`config.mk`:
```
export PLATFORM = sky130hd
export DESIGN_NAME = perceptron_train_scheduler
export DESIGN_NICKNAME = d
export VERILOG_FILES = /design/src/rtl/perceptron_train_scheduler.sv
export SDC_FILE = /design/constraint.sdc
export NUM_CORES = 1
export LEC_CHECK = 0
export BUFFER_PORTS_ARGS = -buffer_cell sky130_fd_sc_hd__buf_2
export CORE_MARGIN = 5
export CORE_UTILIZATION = 40
export CTS_BUF_LIST = sky130_fd_sc_hd__clkbuf_2 sky130_fd_sc_hd__clkbuf_4 sky130_fd_sc_hd__clkbuf_8
export DETAILED_ROUTE_END_ITERATION = 10
export GPL_TIMING_DRIVEN = 0
export PLACE_DENSITY = 0.62
export SLEW_MARGIN = 20
export SYNTH_ARGS = -nofsm -noshare
export SYNTH_HDL_FRONTEND = slang
export SYNTH_SLANG_ARGS = --single-unit
```
`constraint.sdc`:
```
create_clock -name clk -period 2.9 [get_ports clk]
set_input_delay 0.29 -clock clk [delete_from_list [all_inputs] [get_ports clk]]
set_output_delay 0.29 -clock clk [all_outputs]
set_load 0.05 [all_outputs]
```
`src/rtl/perceptron_train_scheduler.sv`:
```
// perceptron_train_scheduler: issues training samples epoch by epoch, tracks errors/epochs,
// and lends the datapath to inference whenever no training run is active.
module perceptron_train_scheduler #(
  parameter int NUM = 4,
  parameter int EPOCH_W = 8,
  localparam int IDX_W = $clog2(NUM)
) (
  input  logic               clk,
  input  logic               rst,
  input  logic               start,
  input  logic [EPOCH_W-1:0] max_epochs,
  output logic [IDX_W-1:0]   sample_idx,
  output logic               sample_valid,
  input  logic               sample_ready,
  input  logic               result_valid,
  input  logic               result_error,
  input  logic               infer_req,
  output logic               infer_grant,
  output logic               busy,
  output logic               done,
  output logic               converged,
  output logic [EPOCH_W-1:0] epoch_count,
  output logic [IDX_W:0]     error_count
);
  typedef enum logic [2:0] {IDLE, ISSUE, WAIT, EPOCH_END, DONE} state_t;
  state_t state, state_n;
  logic [EPOCH_W-1:0] limit;
  logic [EPOCH_W-1:0] epoch_inc;
  logic idle_like, last, epoch_stop;
  assign idle_like  = state == IDLE || state == DONE;
  assign last       = sample_idx == IDX_W'(NUM - 1);
  assign epoch_inc  = &epoch_count ? epoch_count : epoch_count + 1'b1;
  assign epoch_stop = error_count == '0 || epoch_inc == limit;
  always_ff @(posedge clk or posedge rst)
    if (rst) state <= IDLE;
    else     state <= state_n;
  always_comb begin
    state_n      = state;
    sample_valid = state == ISSUE;
    busy         = state == ISSUE || state == WAIT || state == EPOCH_END;
    // Training wins the datapath: a start in the same cycle revokes the grant.
    infer_grant  = infer_req && idle_like && !start && !rst;
    case (state)
      IDLE, DONE: if (start) state_n = ISSUE;
      ISSUE:      if (sample_ready) state_n = WAIT;
      WAIT:       if (result_valid) state_n = last ? EPOCH_END : ISSUE;
      EPOCH_END:  state_n = epoch_stop ? DONE : ISSUE;
      default:    state_n = IDLE;
    endcase
  end
  always_ff @(posedge clk or posedge rst)
    if (rst) begin
      sample_idx  <= '0;
      epoch_count <= '0;
      error_count <= '0;
      limit       <= '0;
      done        <= 1'b0;
      converged   <= 1'b0;
    end else begin
      case (state)
        IDLE, DONE: if (start) begin
          sample_idx  <= '0;
          epoch_count <= '0;
          error_count <= '0;
          done        <= 1'b0;
          converged   <= 1'b0;
          limit       <= max_epochs == '0 ? EPOCH_W'(1) : max_epochs;
        end
        WAIT: if (result_valid) begin
          error_count <= error_count + {{IDX_W{1'b0}}, result_error};
          if (!last) sample_idx <= sample_idx + 1'b1;
        end
        EPOCH_END: begin
          epoch_count <= epoch_inc;
          if (epoch_stop) begin
            done      <= 1'b1;
            converged <= error_count == '0;
          end else begin
            sample_idx  <= '0;
            error_count <= '0;
          end
        end
        default: ;
      endcase
    end
endmodule
```
==> flow_metrics.py, run 1 <==
metrics = {
    "power_and_ir_drop": {
        "p_leak_uw": 0.000913,
        "total_power_uw": 1800,
        "power.internal_uw": 894,
        "swShare": 0.503,
        "power_density_nw_per_um2": 886,
        "peakVddDrop_uv": 443,
        "power_frac_clock": 0.136,
        "p_sw_uw": 906,
        "seqPwrFrac": 0.341,
        "combPwrFrac": 0.523,
    },
    "critical_path": {
        "worstPathRequired_ns": 3.04,
        "criticalPathCategory": "reg -> reg",
        "cp.arrival_ns": 2.75,
        "worst_setup_path_end_kind": "register",
        "critPathLaunchType": "register",
        "crit_path_max_fanout": 10,
    },
    "sta": {
        "fin_worst_skew_ns": 0.00290,
        "fin_crit_ns": 2.61,
        "drv_slew": 0,
        "relSlewSlack": 0.588,
        "period_share": 0.899,
        "rsz0062_at_grt": "no",
        "setup_slack_ns": 0.292,
        "hold_viol": 0,
        "finalSetupViolCount": 0,
        "max_clock_freq_mhz": 383,
        "worst_pin_slew_ns": 0.613,
        "whs_ns": 0.0577,
        "fin_tns_setup_ns": 0,
    },
    "clocking": {
        "clockBufferDepth": 2,
        "cts-resized-gates": 0,
        "clk_latency_ns": 0.28,
        "clock_sinks": 26,
        "cts_made_buffers": 3,
        "root_buffer": "clkbuf_8",
        "cts_setup_buffers": 0,
        "cts_tree": "done",
        "htree_levels": 1,
        "cts.clk_slew.worst_paths_ns": 0.09,
        "cts-hold-fix-buffers": 0,
    },
    "global_routing": {
        "grt_usage": 0.144,
        "gr-usage-met1": 0.204,
        "overflow": 0,
        "first_global_vias": 1511,
        "use_met2": 0.226,
        "gr-usage-met3": 0.0201,
        "grt_first_pass_wirelength_um": 7030,
        "grt_max_degree": 28,
        "busiest_layer": "met2",
        "grt_antenna_before_repair": 0,
    },
    "synth": {
        "yosysMostFrequentCell": "nand2_1",
        "ys_ff_latch": 26,
        "netlist_top_cells_area": "dfrtp_1, nand2_1, o21ai_0, a21oi_1, nor2_1",
        "synthesis.area_um2": 1750,
        "netlist_instances": 213,
        "synthTopCellsByCount": "nand2_1, dfrtp_1, nor2_1, o21ai_0, a21oi_1",
        "synth.top_cell.area_share": 0.371,
        "synth-seq-area-share": 0.371,
        "yosysTopAreaCell": "dfrtp_1",
        "synth_edf_count": 0,
        "synth_area_per_cell_um2": 8.22,
        "yosys_warnings": 0,
        "syn_nets": 232,
        "yosysUniqueCellTypes": 52,
        "synthFlopType": "dfrtp_1",
        "async_flop_share": 1.00,
    },
    "final_layout": {
        "layout-drive-gt1-share": 0.213,
        "antennaDiodeCount": 0,
        "area_delta_synth_final_pct": 16.0,
        "finalNetCount": 269,
        "utilization": 0.473,
    },
    "placement": {
        "io_buffers": 32,
        "post-place-ws_ns": 0.291,
        "dp_hpwl_um": 3200,
        "place_congestion": 0.859,
    },
    "route": {
        "drt-wirelength-per-cell_um": 14.2,
        "via_count": 1651,
        "antenna_left": 0,
        "wirelength_um": 4290,
        "viasPerCell": 5.49,
        "first_pass_iters": 4,
        "drc": 0,
        "drt_iter0_markers": 94,
    },
    "floorplan": {
        "io_pins": 33,
        "core_um2": 4290,
        "start_util": 0.408,
        "die_y_um": 76.2,
        "rows": 24,
        "fp.dieArea_um2": 5800,
        "die_w_um": 76.2,
    },
    "hold_path": {
        "hp-class": "in -> async",
    },
    "job": {
        "cap_violations": 0,
    },
    "status": {
        "status": "completed",
    },
}
==> final timing paths <==
| check | endpoint | slack (ns) | cells after the start | startpoint |
|---|---|---|---|---|
| min in group clk | limit[2]$_DFFE_PP0P_ | 0.21 | 3 | max_epochs[2] |
| max in group asynchronous | epoch_count[7]$_DFFE_PP0P_ | 2.46 | 2 | rst |
| worst max-delay path | sample_idx[1]$_DFFE_PP0P_ | 0.29 | 8 | epoch_count[0]$_DFFE_PP0P_ |
| worst max register to register | sample_idx[1]$_DFFE_PP0P_ | 0.29 | 8 | epoch_count[0]$_DFFE_PP0P_ |
| worst min-delay path | limit[0]$_DFFE_PP0P_ | 0.06 | 2 | rst |
| worst min register to register | limit[1]$_DFFE_PP0P_ | 0.52 | 2 | limit[1]$_DFFE_PP0P_ |
==> stage by stage <==
stage          cell area [um2]  instances
2_1_floorplan             1750        213
3_3_place_gp              1980        297
4_1_cts                   2030        301
5_1_grt                   2030        301
6_report                  2030        301
3_5_place_dp              1980        297
==> power groups by stage <==
stage                     logic (uW)  registers (uW)  clock network [uW]
after CTS                        947             611                 251
after floorplan                  609             728                   0
final                            942             614                 244
after global routing            1040             632                 266
after global placement           937             616                   0
after detailed placement         943             618                   0
==> kinds of logic after synthesis <==
group / Yosys count / share of synthesized area
buffers and inverters: 17 / 0.0486
adder cells (fa/ha/maj): 4 / 0.0286
AND/OR/NAND/NOR: 105 / 0.314
AO/OA/AOI/OAI: 56 / 0.211
multiplexers: 2 / 0.0121
flip-flops: 26 / 0.371
XOR/XNOR: 3 / 0.0150
==> layout make-up <==
type	instances	area (um2)
repair buffers	32	160
clock buffers	4	55.1
flip-flops and latches	26	651
plain buffers	9	55.1
well taps	52	65.1
fillers	448	2260
multi-input cells	170	1020
inverters	8	30.0
==> worst max-delay path, cell delays in order, from the launching register on <==
cell       delay (ns)
dfrtp_1          0.52
ha_1             0.22
buf_6            0.13
and3_4           0.22
nand3_2          0.09
o311ai_1         0.46
a2111oi_4        0.17
a211oi_2         0.50
a32oi_1          0.18
==> flip-flops by register name, summed over array words and instances, names as in the netlist <==
register,count
epoch_count,8
state,3
converged,1
limit,8
done,1
error_count,3
sample_idx,2
==> metal layers <==
metal	up-vias	share of wire
met5	-	0
met4	0	0.013
met3	5	0.039
met2	29	0.45
met1	777	0.50
li1	840	-
==> placed cells by master (no fill, tap or decap), types with 2 or more instances in the layout <==
master     instances
dfrtp_1           26
buf_2             34
a21oi_1           13
o22ai_1            2
buf_4              3
o2111ai_1          2
and4_1             2
and3_1             2
nor2b_1            5
nand2b_1           2
nand2_1           36
nand3_1           11
inv_1              7
o21ai_1            7
nor3_1             9
a22oi_1            2
nor2_1            17
o21ai_0           16
nand4_1            4
o31ai_1            2
nand3_2            2
clkbuf_1           3
o221ai_1           2
xor2_1             2
ha_1               4
and2_1             3
clkbuf_8           4
No activity file was read; power rests on OpenSTA's default activity.
==> run 2, diff against run 1 <==
BUFFER_PORTS_ARGS = unset   (was -buffer_cell sky130_fd_sc_hd__buf_2)
CORE_UTILIZATION = 29   (was 40)
DONT_BUFFER_PORTS = 1   (was unset)
PLACE_DENSITY = 0.44   (was 0.62)
SETUP_SLACK_MARGIN = 0.3   (was unset)
==> run 2 against run 1 <==
Critical path depth increased by 2. Non-clock buffer count decreased by 24. Design area increased by 1.6%. Highest routed layer unchanged. First-iteration DRC count increased by 16%. Total power increased by 6.4%. Register-to-register slack improved by 0.04 ns. Die area increased by 33%.
==> flow_metrics.py, run 2 (synthesis results as in run 1) <==
metrics = {
    "sta": {
        "fin_worst_skew_ns": 0.00780,
        "rsz0062_at_grt": "yes",
        "worst_pin_slew_ns": 0.889,
        "period_share": 0.887,
        "drv_slew": 0,
        "fin_tns_setup_ns": 0,
        "relSlewSlack": 0.405,
        "hold_viol": 0,
        "finalSetupViolCount": 0,
        "fin_crit_ns": 2.57,
        "max_clock_freq_mhz": 389,
    },
    "clocking": {
        "clock_sinks": 26,
        "clockBufferDepth": 2,
        "clk_latency_ns": 0.29,
        "root_buffer": "clkbuf_8",
        "cts_tree": "done",
        "cts.clk_slew.worst_paths_ns": 0.11,
        "cts_made_buffers": 3,
        "htree_levels": 1,
    },
    "power_and_ir_drop": {
        "power_density_nw_per_um2": 928,
        "p_sw_uw": 953,
        "peakVddDrop_uv": 405,
        "total_power_uw": 1920,
        "p_leak_uw": 0.000808,
        "power_frac_clock": 0.169,
        "swShare": 0.498,
        "seqPwrFrac": 0.406,
        "combPwrFrac": 0.425,
        "power.internal_uw": 962,
    },
    "critical_path": {
        "criticalPathCategory": "reg -> reg",
        "critPathLaunchType": "register",
        "worstPathRequired_ns": 3.09,
        "worst_setup_path_end_kind": "register",
        "cp.arrival_ns": 2.77,
        "reg2reg_depth": 10,
        "crit_path_max_fanout": 8,
    },
    "final_layout": {
        "area_delta_synth_final_pct": 17.9,
        "largestRegisters": "epoch_count (8), limit (8)",
        "layout-drive-gt1-share": 0.182,
        "utilization": 0.351,
        "multiInputGateArea_um2": 1080,
        "final_common_cell": "nand2_1",
        "mostFrequentLayoutCells": "nand2_1, dfrtp_1, nor2_1",
        "regArea_um2": 666,
        "fin_cells": 300,
        "nFillCells": 646,
        "antennaDiodeCount": 0,
        "finalNetCount": 245,
    },
    "floorplan": {
        "rows": 28,
        "io_pins": 33,
        "die_w_um": 87.7,
        "core_um2": 5890,
        "die_y_um": 87.7,
        "fp.dieArea_um2": 7690,
        "start_util": 0.298,
    },
    "route": {
        "drt-wirelength-per-cell_um": 16.7,
        "wirelength_um": 5010,
        "via_count": 1597,
        "viasPerCell": 5.32,
        "drc": 0,
        "antenna_left": 0,
        "first_pass_iters": 4,
        "drt_iter0_markers": 109,
    },
    "job": {
        "cap_violations": 0,
    },
    "global_routing": {
        "grt_antenna_before_repair": 0,
        "overflow": 0,
        "grt_first_pass_wirelength_um": 8290,
        "grt_max_degree": 28,
        "grt_usage": 0.138,
        "first_global_vias": 1564,
    },
    "hold_path": {
        "min_path_cells": 2,
        "hp-class": "in -> reg",
    },
    "placement": {
        "numPlacedInstances": 288,
        "dp_hpwl_um": 3520,
        "io_buffers": 0,
        "place_congestion": 0.779,
    },
    "status": {
        "status": "completed",
    },
}
-- run 2: changes by cell type in the layout (fill, tap and decap cells not counted), moves of 2 or more --
cell     before  now
dfrtp_4       0    2
nand3_2       2    0
buf_4         3    9
dfrtp_2       0    6
dfrtp_1      26   18
nand3_4       0    3
buf_2        34    2
-- run 2: layout make-up --
type,instances,area share
Tap cell,75,0.0455
Inverter,8,0.0145
Multi-Input combinational cell,170,0.522
Clock buffer,3,0.0200
Sequential cell,26,0.322
Clock inverter,1,0.0145
Timing Repair Buffer,8,0.0321
Buffer,9,0.0285
-- run 2: final timing paths --
path | slack [ns] | end | startpoint
worst min-delay path | 0.11 | limit[3]$_DFFE_PP0P_ | max_epochs[3]
worst max-delay path | 0.33 | state[0]$_DFFE_PP0P_ | epoch_count[0]$_DFFE_PP0P_
min in group asynchronous | 0.54 | limit[1]$_DFFE_PP0P_ | rst
max in group asynchronous | 1.90 | epoch_count[0]$_DFFE_PP0P_ | rst
worst max register to register | 0.33 | state[0]$_DFFE_PP0P_ | epoch_count[0]$_DFFE_PP0P_
worst min register to register | 0.51 | limit[1]$_DFFE_PP0P_ | limit[1]$_DFFE_PP0P_
-- run 2: worst max-delay path: stages, from the launching register on --
cell       delay, ns
dfrtp_4         0.60
ha_4            0.18
buf_8           0.11
and3_4          0.22
nand3_4         0.09
or3_4           0.35
a2111oi_4       0.35
buf_4           0.20
a211oi_4        0.06
buf_6           0.17
a21o_1          0.14
-- run 2: per-stage QoR --
stage,cell area [um2],hold WS [ns],setup WS (ns)
final,2060,0.106,0.328
after global routing,2060,0.108,0.267
after CTS,2000,0.107,0.303
after detailed placement,1850,0.293,-0.0804
after global placement,1850,0.401,-0.120
after floorplan,1750,0.336,0.319
-- run 2: repair_timing --
item / CTS / global route
hold buffers: 1 / 0
endpoints found under the hold margin: 26 / 0
resized for setup: 14 / 8
setup buffers: 3 / 4
setup endpoints to repair: 9 / 9
pin swaps: 4 / 6
-- run 2: power groups by stage --
stage / registers [uW] / clock network [uW] / logic, uW
final: 777 / 323 / 815
after global routing: 802 / 343 / 918
after CTS: 778 / 327 / 797
after detailed placement: 775 / 0 / 736
after global placement: 775 / 0 / 735
after floorplan: 728 / 0 / 609
-- run 2: layer usage --
layer | global-route usage | vias to the layer above | part of all wire
li1 | - | 797 | -
met1 | 0.186 | 763 | 0.48
met2 | 0.211 | 29 | 0.45
met3 | 0.0357 | 8 | 0.054
met4 | 0.0516 | 0 | 0.019
met5 | 0 | - | 0
